## config.mk

```make
export PLATFORM = sky130hd
export DESIGN_NAME = alu_result_stage
export DESIGN_NICKNAME = d
export VERILOG_FILES = /design/src/rtl/alu_result_stage.sv
export SDC_FILE = /design/constraint.sdc
export NUM_CORES = 1
export LEC_CHECK = 0
export ABC_AREA = 1
export CORE_UTILIZATION = 48
export DETAILED_ROUTE_END_ITERATION = 7
export GPL_TIMING_DRIVEN = 1
export PLACE_DENSITY = 0.78
export SLEW_MARGIN = 40
export SYNTH_ARGS = -nofsm -noshare
export SYNTH_HDL_FRONTEND = slang
export SYNTH_SLANG_ARGS = --single-unit
```

## constraint.sdc

```tcl
create_clock -name clk -period 2 [get_ports clk]
set_clock_uncertainty 0.1 [all_clocks]
set_input_delay 0.3 -clock clk [delete_from_list [all_inputs] [get_ports clk]]
set_output_delay 0.3 -clock clk [all_outputs]
set_load 0.03 [all_outputs]
```

## src/rtl/alu_result_stage.sv

```systemverilog
`default_nettype none
// ============================================================================
// Module   : alu_result_stage
// Purpose  : 2-entry in-order result buffer between ALU and write-back that
//            also maintains the architectural carry/zero flags.
//            Optional macro ALU_RESULT_STATS_EN adds a saturating stall counter.
// Revision : 1.0 - initial release
// ============================================================================
module alu_result_stage (
  input  logic        clk,
  input  logic        rst,
  input  logic        in_valid,
  output logic        in_ready,
  input  logic [2:0]  in_opcode,
  input  logic [7:0]  in_result,
  input  logic        in_cout,
  input  logic [2:0]  in_rd,
  output logic        out_valid,
  input  logic        out_ready,
  output logic [7:0]  out_result,
  output logic [2:0]  out_rd,
  output logic        carry_flag,
  output logic        zero_flag,
  output logic        cin,
  input  logic        flags_clr
`ifdef ALU_RESULT_STATS_EN
  ,
  output logic [15:0] stall_count
`endif
);

  // Function codes shared with the ALU; only the carry-producing ones matter here.
  localparam logic [2:0] ADD_FN  = 3'd0;
  localparam logic [2:0] ADDC_FN = 3'd1;

  typedef enum logic [1:0] {
    EMPTY = 2'd0,
    ONE   = 2'd1,
    FULL  = 2'd2
  } state_t;

  state_t      state;
  state_t      state_nxt;
  logic        push;
  logic        head_load_in;
  logic        head_load_tail;
  logic        tail_load_in;
  logic [7:0]  head_result;
  logic [2:0]  head_rd;
  logic [7:0]  tail_result;
  logic [2:0]  tail_rd;

  always_ff @(posedge clk or posedge rst) begin
    if (rst) begin
      state <= EMPTY;
    end else begin
      state <= state_nxt;
    end
  end

  // Handshake and entry movement depend only on the state and the request lines.
  always_comb begin
    state_nxt      = state;
    in_ready       = 1'b1;
    out_valid      = 1'b0;
    head_load_in   = 1'b0;
    head_load_tail = 1'b0;
    tail_load_in   = 1'b0;
    case (state)
      EMPTY: begin
        if (in_valid) begin
          state_nxt    = ONE;
          head_load_in = 1'b1;
        end
      end
      ONE: begin
        out_valid = 1'b1;
        if (in_valid && out_ready) begin
          head_load_in = 1'b1;
        end else if (in_valid) begin
          state_nxt    = FULL;
          tail_load_in = 1'b1;
        end else if (out_ready) begin
          state_nxt = EMPTY;
        end
      end
      FULL: begin
        in_ready  = 1'b0;
        out_valid = 1'b1;
        if (out_ready) begin
          state_nxt      = ONE;
          head_load_tail = 1'b1;
        end
      end
      default: begin
        state_nxt = EMPTY;
      end
    endcase
  end

  assign push = in_valid & in_ready;

  always_ff @(posedge clk or posedge rst) begin
    if (rst) begin
      head_result <= 8'h00;
      head_rd     <= 3'd0;
      tail_result <= 8'h00;
      tail_rd     <= 3'd0;
    end else begin
      if (head_load_in) begin
        head_result <= in_result;
        head_rd     <= in_rd;
      end else if (head_load_tail) begin
        head_result <= tail_result;
        head_rd     <= tail_rd;
      end
      if (tail_load_in) begin
        tail_result <= in_result;
        tail_rd     <= in_rd;
      end
    end
  end

  assign out_result = out_valid ? head_result : 8'h00;
  assign out_rd     = out_valid ? head_rd     : 3'd0;

  // Flags track acceptance order, not write-back order; clear beats a push update.
  always_ff @(posedge clk or posedge rst) begin
    if (rst) begin
      carry_flag <= 1'b0;
      zero_flag  <= 1'b0;
    end else if (flags_clr) begin
      carry_flag <= 1'b0;
      zero_flag  <= 1'b0;
    end else if (push) begin
      zero_flag <= (in_result == 8'h00);
      if ((in_opcode == ADD_FN) || (in_opcode == ADDC_FN)) begin
        carry_flag <= in_cout;
      end
    end
  end

  assign cin = carry_flag;

`ifdef ALU_RESULT_STATS_EN
  always_ff @(posedge clk or posedge rst) begin
    if (rst) begin
      stall_count <= 16'h0000;
    end else if (in_valid && !in_ready && (stall_count != 16'hFFFF)) begin
      stall_count <= stall_count + 16'h0001;
    end
  end
`endif

endmodule
`default_nettype wire
```

==> results.py, run 1 <==
metrics = {
    "placed_design": {
        "place_area_mm2": 0.00177,
        "gp_congestion": 0.811,
        "portBuffers": 34,
        "dp_hpwl_um": 2050,
    },
    "critical_path": {
        "cp.required_ns": 1.60,
        "crit_type": "reg -> out",
        "arrival_ns": 1.51,
        "endpoint_kind": "output pin",
        "rrSetupSlack_ns": 0.32,
        "critPathLaunchType": "flip-flop",
        "worstReg2RegEnd": "head_result[4]",
        "reg2reg_from": "state[1]",
        "r2r_cells": 8,
        "cp_max_fo": 12,
    },
    "clocking": {
        "clk_latency_ns": 0.31,
        "numClockSinks": 26,
        "cts_made_buffers": 3,
        "clk_path_buf_depth": 2,
        "cts.clk_slew.worst_paths_ns": 0.13,
        "cts_tree": "built",
        "cts_root_buf": "clkbuf_4",
        "cts_hold_buf": 0,
        "cts.htree.levels": 1,
    },
    "power_and_ir_drop": {
        "p_leak_nw": 1.05,
        "cellPowerDensity_mw_per_mm2": 1510,
        "p_total_mw": 2.74,
        "power_switching_mw": 1.27,
        "swShare": 0.464,
        "irDropWorstVdd_v": 0.000532,
        "pwr-share-clk": 0.095,
        "intPower_mw": 1.47,
        "combPwrFrac": 0.578,
        "p_seq_frac": 0.327,
    },
    "detailed_routing": {
        "drt-total-wl_um": 2750,
        "wl_per_cell_um": 10.2,
        "drt_pass1_iterations": 6,
        "via_per_inst": 4.56,
        "drcViolationCount": 4,
        "ant_nets": 0,
        "drt_iter0_drc": 60,
        "dr_total_vias": 1232,
    },
    "layout": {
        "fillers": 272,
        "layout-area-overhead-vs-synth_pct": 25.9,
        "final_core_util": 0.648,
        "antenna_cells": 0,
        "multi_input_area_um2": 594,
        "seq_area_um2": 651,
        "layout_common_cells": "nand2_1 (75), inv_1 (43), dfrtp_1 (26)",
        "design_area_mm2": 0.00182,
        "final_common_cell": "nand2_1",
        "final_layout_size_suffix_gt1_frac": 0.109,
        "num-nets-final": 265,
    },
    "grt": {
        "antenna_found_initial": 0,
        "grt_start_max_net_pins": 27,
        "grt_pass1_wl_um": 4900,
        "grt_pass1_vias": 1120,
        "grt-ovfl-total": 0,
        "track_usage": 0.197,
    },
    "outcome": {
        "status": "finished, violations left",
        "violations": "DRC",
    },
    "sta": {
        "relSlewSlack": 0.728,
        "worstMarginPinSlew_ns": 0.407,
        "setup_viol": 0,
        "slew_viol_final": 0,
        "period_minus_slack_ns": 1.91,
        "tns_ns": 0,
        "finalHoldViolations": 0,
        "period_share": 0.956,
        "rsz0062_at_grt": "false",
        "fmaxAchievable_mhz": 523,
    },
    "synthesis": {
        "synth_area_leaders": "dfrtp_1 (45%), nand2_1 (20%), inv_1 (11%)",
        "synth_area_per_cell_um2": 7.04,
        "syn-cell-area_mm2": 0.00144,
        "ys_seq_area_frac": 0.451,
        "synthDistinctLibCells": 17,
        "ys_seq_elements": 26,
        "syn-instance-count": 205,
        "yosysTopAreaCell": "dfrtp_1",
        "yosysWarnings": 0,
        "netlist.area_leader.share": 0.451,
        "syn-num-nets": 230,
    },
    "floorplan": {
        "row_count": 19,
        "die_w_um": 56.8,
        "initial_core_util": 0.514,
        "io_pins": 36,
        "core-area_mm2": 0.00281,
        "die_y_um": 56.8,
        "fp.dieArea_mm2": 0.00323,
    },
    "hold_path": {
        "hp-class": "in -> async",
    },
    "run": {
        "drv_cap": 0,
    },
}
[state kept, by name (all words and copies together) (netlist names)]
signal       cells
head_rd          3
carry_flag       1
tail_rd          3
zero_flag        1
head_result      8
tail_result      8
state            2
[worst max-delay path by stage]
stage	start	endpoint	cells past startpoint
finish	state[1]	out_result[2]	5
global route	state[1]	out_result[2]	5
CTS	state[0]	in_ready	4
detailed placement	in_valid	head_result[0]	6
global placement	in_valid	head_result[0]	6
floorplan	state[0]	out_result[7]	5
[cell families after synthesis]
family / Yosys count / share of synthesized area
compound gates: 24 / 0.0833
flops: 26 / 0.451
buf+inv: 51 / 0.147
fa+ha+maj: 5 / 0.0434
simple gates: 99 / 0.275
[layer usage]
metal,wire (um),vias to the layer above,global-route usage
met1,1380,530,0.267
met3,79,4,0.0276
met5,0,-,0
met2,1250,26,0.325
li1,-,672,-
met4,34,0,0.0627
[metrics by stage]
stage / cells / hold WS (ns) / setup WS, ns
after global routing: 270 / 0.243 / 0.00142
after global placement: 266 / 0.363 / 0.105
after detailed placement: 266 / 0.371 / 0.0844
final: 270 / 0.226 / 0.0885
after CTS: 270 / 0.224 / 0.0599
after floorplan: 205 / 0.240 / 0.105
[cell type report]
| type | instances | area share |
|---|---|---|
| Tap cell | 31 | 0.0213 |
| Clock buffer | 4 | 0.0200 |
| Timing Repair Buffer | 38 | 0.185 |
| Sequential cell | 26 | 0.358 |
| Inverter | 43 | 0.0888 |
| Multi-Input combinational cell | 128 | 0.327 |
[synth_stat cells]
| cell | count |
|---|---|
| a21oi_1 | 1 |
| buf_2 | 2 |
| buf_4 | 2 |
| buf_6 | 1 |
| clkbuf_1 | 2 |
| clkbuf_4 | 1 |
| dfrtp_1 | 26 |
| ha_1 | 5 |
| inv_1 | 43 |
| nand2_1 | 75 |
| nand2_2 | 1 |
| nand3_1 | 4 |
| nand3_2 | 2 |
| nand4_1 | 2 |
| nor2_1 | 15 |
| o21ai_0 | 19 |
| o21ai_1 | 4 |
[power groups by stage]
stage / Sequential (mW) / Clock (mW) / Combinational, mW
final: 0.896 / 0.261 / 1.59
after floorplan: 0.881 / 0 / 1.11
after global routing: 0.927 / 0.289 / 1.78
after CTS: 0.895 / 0.267 / 1.60
after global placement: 0.894 / 0 / 1.52
after detailed placement: 0.908 / 0 / 1.55
[critical path, cell delays in order (launching register included)]
cell     delay, ns
dfrtp_1       0.43
inv_1         0.12
ha_4          0.36
nand2_1       0.08
inv_1         0.06
buf_4         0.15
[timing repair]
item                       in CTS  in global routing
resized for setup               3                  3
hold endpoints to repair        0                  0
setup endpoints to repair      13                  3
buffers inserted                0                  0
Note: power is estimated with default switching activity, not from simulation.
==> run 2, diff against run 1 <==
ABC_AREA = not set   (was 1)
CORE_ASPECT_RATIO = 2   (was not set)
CORE_UTILIZATION = 47   (was 48)
PLACE_DENSITY = 0.79   (was 0.78)
==> results.py, run 2 <==
metrics = {
    "placed_design": {
        "place_area_mm2": 0.00164,
        "pre_cts_slack_ns": 0.145,
        "dp_cells": 178,
        "portBuffers": 34,
        "dp_hpwl_um": 1920,
        "gp_congestion": 0.685,
    },
    "grt": {
        "grt_pass1_vias": 956,
        "antenna_found_initial": 0,
        "track_usage": 0.190,
        "grt-ovfl-total": 0,
        "grt_pass1_wl_um": 4040,
        "grt_start_max_net_pins": 27,
    },
    "synthesis": {
        "synth_area_leaders": "dfrtp_1 (50%), mux2i_1 (12%), mux2_1 (8.7%)",
        "syn-cell-area_mm2": 0.00129,
        "synth_area_per_cell_um2": 11.0,
        "synthFlopType": "dfrtp_1",
        "synth_edf_count": 0,
        "ys_seq_elements": 26,
        "synthDistinctLibCells": 21,
        "yosysMostFrequentCell": "dfrtp_1",
        "netlist.area_leader.share": 0.505,
        "ys_seq_area_frac": 0.505,
        "syn-num-nets": 142,
        "async_reset_ff_frac": 1.00,
        "syn-instance-count": 117,
        "yosysWarnings": 0,
        "synth_common_cells": "dfrtp_1 (26), mux2i_1 (15), a21oi_1 (13)",
        "yosysTopAreaCell": "dfrtp_1",
    },
    "clocking": {
        "clk_latency_ns": 0.26,
        "clk_path_buf_depth": 2,
        "cts.htree.levels": 1,
        "cts.clk_slew.worst_paths_ns": 0.09,
        "cts_tree": "built",
        "cts_made_buffers": 3,
        "post_cts_buffers": 0,
        "numClockSinks": 26,
        "cts_hold_buf": 0,
        "cts_root_buf": "clkbuf_8",
    },
    "floorplan": {
        "fp.dieArea_mm2": 0.00297,
        "row_count": 26,
        "core-area_mm2": 0.00257,
        "io_pins": 36,
        "die_w_um": 39.0,
        "die_y_um": 76.1,
        "initial_core_util": 0.501,
    },
    "layout": {
        "num-nets-final": 180,
        "seq_area_um2": 651,
        "fin_cells": 182,
        "layout-area-overhead-vs-synth_pct": 33.7,
        "final_layout_size_suffix_gt1_frac": 0.149,
        "multi_input_area_um2": 601,
        "final_common_cell": "dfrtp_1",
        "final_core_util": 0.670,
        "fillers": 229,
        "largestRegisters": "head_result x8, tail_result x8",
        "antenna_cells": 0,
        "layout_common_cells": "dfrtp_1 (26), clkdlybuf4s50_1 (21), buf_4 (17)",
        "design_area_mm2": 0.00172,
    },
    "critical_path": {
        "slowest_stage": "dfrtp_1",
        "arrival_ns": 1.48,
        "endpoint_kind": "output pin",
        "cp_max_fo": 4,
        "cp.required_ns": 1.60,
        "crit_family": "buffers and inverters",
        "path_common_cell": "inv_1",
        "crit_buf_inv": 3,
        "critPathLaunchType": "flip-flop",
        "crit_chain": "inv_1, ha_1, inv_1, dlygate4sd2_1",
        "max_stage_delay_ns": 0.42,
        "crit_type": "reg -> out",
    },
    "sta": {
        "worstMarginPinSlew_ns": 0.356,
        "period_minus_slack_ns": 1.88,
        "slew_viol_final": 0,
        "finalHoldViolations": 0,
        "rsz0062_at_grt": "false",
        "relSlewSlack": 0.760,
        "fmaxAchievable_mhz": 531,
        "setup_viol": 0,
        "period_share": 0.941,
        "hold_ws_ns": 0.297,
        "tns_ns": 0,
        "fin_ws_ns": 0.118,
    },
    "hold_path": {
        "hp-class": "in -> async",
    },
    "detailed_routing": {
        "drt_pass1_iterations": 4,
        "wl_per_cell_um": 13.8,
        "drcViolationCount": 0,
        "drt-total-wl_um": 2510,
        "dr_total_vias": 946,
        "ant_nets": 0,
        "via_per_inst": 5.20,
        "drt_iter0_drc": 9,
    },
    "power_and_ir_drop": {
        "irDropWorstVdd_v": 0.00105,
        "p_leak_nw": 0.828,
        "cellPowerDensity_mw_per_mm2": 1750,
        "p_total_mw": 3.01,
    },
    "run": {
        "drv_cap": 0,
    },
    "outcome": {
        "status": "finished clean",
    },
}
run 2: cell count changes in the layout (fill, tap and decap cells not counted), moves of 3 or more:
cell	change
a21oi_1	+12
and2_1	+12
clkbuf_4	-3
inv_1	-38
mux2_1	+10
mux2i_1	+15
nand2_1	-72
nand3_1	-4
o21ai_0	-18
o21ai_1	-3
run 2: layer usage:
layer  routed length, um  vias up  global-route usage  share of wire
met5                   0        -                   0              0
met4                  24        0              0.0621         0.0096
met3                  95        4              0.0175          0.038
met2                1460       24               0.353           0.58
met1                 926      450               0.204           0.37
li1                    -      468                   -              -
run 2: area by class of cell:
cell class	instances	share of cell area
Sequential cell	26	0.378
Multi-Input combinational cell	80	0.349
Inverter	5	0.0109
Timing Repair Buffer	39	0.201
Clock buffer	3	0.0240
Clock inverter	1	0.0174
Tap cell	28	0.0203
run 2: worst min-delay path, delay by kind of cell:
kind | cells | cell delay [ns]
buf+inv | 3 | 0.76
run 2: kinds of logic (layout without fill, tap and decap cells):
| group | after synthesis | after routing | share of synthesized area |
|---|---|---|---|
| AND/OR/NAND/NOR | 33 | 33 | 0.131 |
| multiplexers | 26 | 26 | 0.213 |
| flip-flops | 26 | 26 | 0.505 |
| AO/OA/AOI/OAI | 16 | 16 | 0.0641 |
| buffers and inverters | 11 | 48 | 0.0388 |
| adder cells (fa/ha/maj) | 5 | 5 | 0.0485 |
run 2: timing repair:
item / in CTS / in global routing
setup endpoints to repair: 12 / 11
pin swaps: 0 / 0
gates resized for setup: 2 / 1
run 2: final timing paths:
check	slack (ns)	start	cells past startpoint	end
max in group asynchronous	1.26	rst	3	head_result[3]
worst min register to register	0.40	tail_result[7]	1	tail_result[7]
worst max-delay path	0.12	state[0]	4	in_ready
min in group clk	0.40	tail_result[7]	1	tail_result[7]
worst min-delay path	0.30	rst	3	tail_result[7]
worst max register to register	0.25	state[0]	7	carry_flag
run 2: power breakdown:
part	leakage (nW)	total, mW	switching, mW	internal, mW
Combinational	0.488	1.69	0.958	0.737
Sequential	0.305	0.897	0.124	0.773
Clock	0.0357	0.419	0.151	0.267
==> run 3, diff against run 2 <==
CORE_ASPECT_RATIO = not set   (was 2)
CORE_UTILIZATION = 50   (was 47)
PLACE_DENSITY = 0.83   (was 0.79)
clock period = 2.4 ns   (was 2 ns; I/O delays follow)
==> results.py, run 3 (synthesis results as in run 2) <==
metrics = {
    "layout": {
        "layout-area-overhead-vs-synth_pct": 31.4,
        "final_layout_size_suffix_gt1_frac": 0.0654,
        "layout_common_cells": "dfrtp_1 (26), clkdlybuf4s50_1 (22), mux2i_1 (15)",
        "fillers": 208,
        "final_common_cell": "dfrtp_1",
        "seq_area_um2": 651,
        "antenna_cells": 0,
        "largestRegisters": "head_result x8, tail_result x8",
        "multi_input_area_um2": 591,
        "num-nets-final": 179,
    },
    "clocking": {
        "cts.htree.levels": 1,
        "post_cts_buffers": 0,
        "cts_hold_buf": 0,
        "cts_made_buffers": 3,
        "cts_tree": "built",
        "clk_latency_ns": 0.32,
        "numClockSinks": 26,
        "cts_root_buf": "clkbuf_4",
        "cts.clk_slew.worst_paths_ns": 0.13,
        "clk_path_buf_depth": 2,
    },
    "sta": {
        "rsz0062_at_grt": "false",
        "slew_viol_final": 0,
        "relSlewSlack": 0.727,
        "period_minus_slack_ns": 2.31,
        "worstMarginPinSlew_ns": 0.405,
        "fmaxAchievable_mhz": 434,
        "tns_ns": 0,
        "finalHoldViolations": 0,
        "setup_viol": 0,
        "period_share": 0.961,
        "hold_ws_ns": 0.267,
    },
    "floorplan": {
        "die_w_um": 52.8,
        "core-area_mm2": 0.00245,
        "io_pins": 36,
        "row_count": 18,
        "die_y_um": 52.8,
        "initial_core_util": 0.525,
        "fp.dieArea_mm2": 0.00278,
    },
    "critical_path": {
        "path_common_cell": "inv_1",
        "crit_family": "buffers and inverters",
        "arrival_ns": 1.85,
        "crit_buf_inv": 3,
        "endpoint_kind": "output pin",
        "reg2reg_from": "state[0]",
        "critPathLaunchType": "flip-flop",
        "crit_type": "reg -> out",
        "crit_chain": "inv_1, ha_1, inv_1, clkdlybuf4s50_1",
        "startpoint": "state[0]",
        "cp_max_fo": 5,
        "cp.required_ns": 1.94,
        "slowest_stage": "clkdlybuf4s50_1",
        "max_stage_delay_ns": 0.66,
    },
    "power_and_ir_drop": {
        "p_leak_nw": 0.819,
        "p_total_mw": 2.29,
        "cellPowerDensity_mw_per_mm2": 1350,
        "irDropWorstVdd_v": 0.000836,
    },
    "detailed_routing": {
        "drt_iter0_drc": 2,
        "dr_total_vias": 934,
        "drt_pass1_iterations": 4,
        "ant_nets": 0,
        "via_per_inst": 5.10,
        "wl_per_cell_um": 13.7,
        "drcViolationCount": 0,
        "drt-total-wl_um": 2520,
    },
    "grt": {
        "grt_pass1_vias": 975,
        "antenna_found_initial": 0,
        "grt_pass1_wl_um": 4060,
        "track_usage": 0.205,
        "grt_start_max_net_pins": 27,
        "grt-ovfl-total": 0,
    },
    "outcome": {
        "status": "finished clean",
    },
    "placed_design": {
        "portBuffers": 34,
        "gp_congestion": 0.720,
        "dp_hpwl_um": 1870,
    },
    "hold_path": {
        "hp-class": "in -> async",
    },
    "run": {
        "drv_cap": 0,
    },
}
[run 3: cell types whose count changed in the layout (fill, tap and decap cells not counted), sizes merged]
cell           previous run  this run
buf                      17         4
clkbuf                    3         4
clkdlybuf4s50            21        22
clkdlybuf4s15             0         3
bufinv                    1         0
dlygate4sd2               1         9
[run 3: report_power, final]
part	internal, mW	leakage (nW)	total [mW]	switching (mW)
logic	0.541	0.492	1.32	0.783
clock network	0.0928	0.0210	0.217	0.125
registers	0.643	0.305	0.750	0.107
[run 3: final timing paths]
check	end	slack (ns)	cells after the start
hold / removal	state[1]	0.27	3
max in group asynchronous	head_result[3]	1.69	3
setup reg to reg	state[0]	0.76	5
setup / recovery	in_ready	0.09	4
min in group clk	tail_rd[0]	0.41	1
hold reg to reg	tail_rd[0]	0.41	1
[run 3: worst reg2reg max path: stages, from the launching register on]
cell and delay, ns:
dfrtp_1 0.44, inv_1 0.12, ha_1 0.25, a21oi_1 0.06
o21ai_0 0.35, mux2i_1 0.26
[run 3: timing repair]
action                     4_1_cts  5_1_grt
setup endpoints to repair       12        3
gates resized for setup         13        3
pin swaps                        0        0
[run 3: cell type report]
| type | instances | share of cell area |
|---|---|---|
| tap | 30 | 0.0222 |
| clock buffer | 4 | 0.0214 |
| multi-input combinational | 80 | 0.349 |
| timing repair buffer | 38 | 0.212 |
| sequential | 26 | 0.384 |
| inverter | 5 | 0.0111 |
[run 3: metrics by stage]
stage	util	instance area, um2	std cells	setup slack [ns]
finish	0.690	1690	183	0.0938
global placement	0.678	1670	179	0.143
CTS	0.688	1690	183	0.0629
global route	0.690	1690	183	0.000137
floorplan	-	1290	117	0.487
detailed placement	0.678	1670	179	0.0779
[run 3: per-layer routing]
metal | global-route usage | part of all wire
met5 | 0 | 0
met4 | 0.0921 | 0.023
met3 | 0.0348 | 0.027
met2 | 0.382 | 0.52
met1 | 0.223 | 0.43
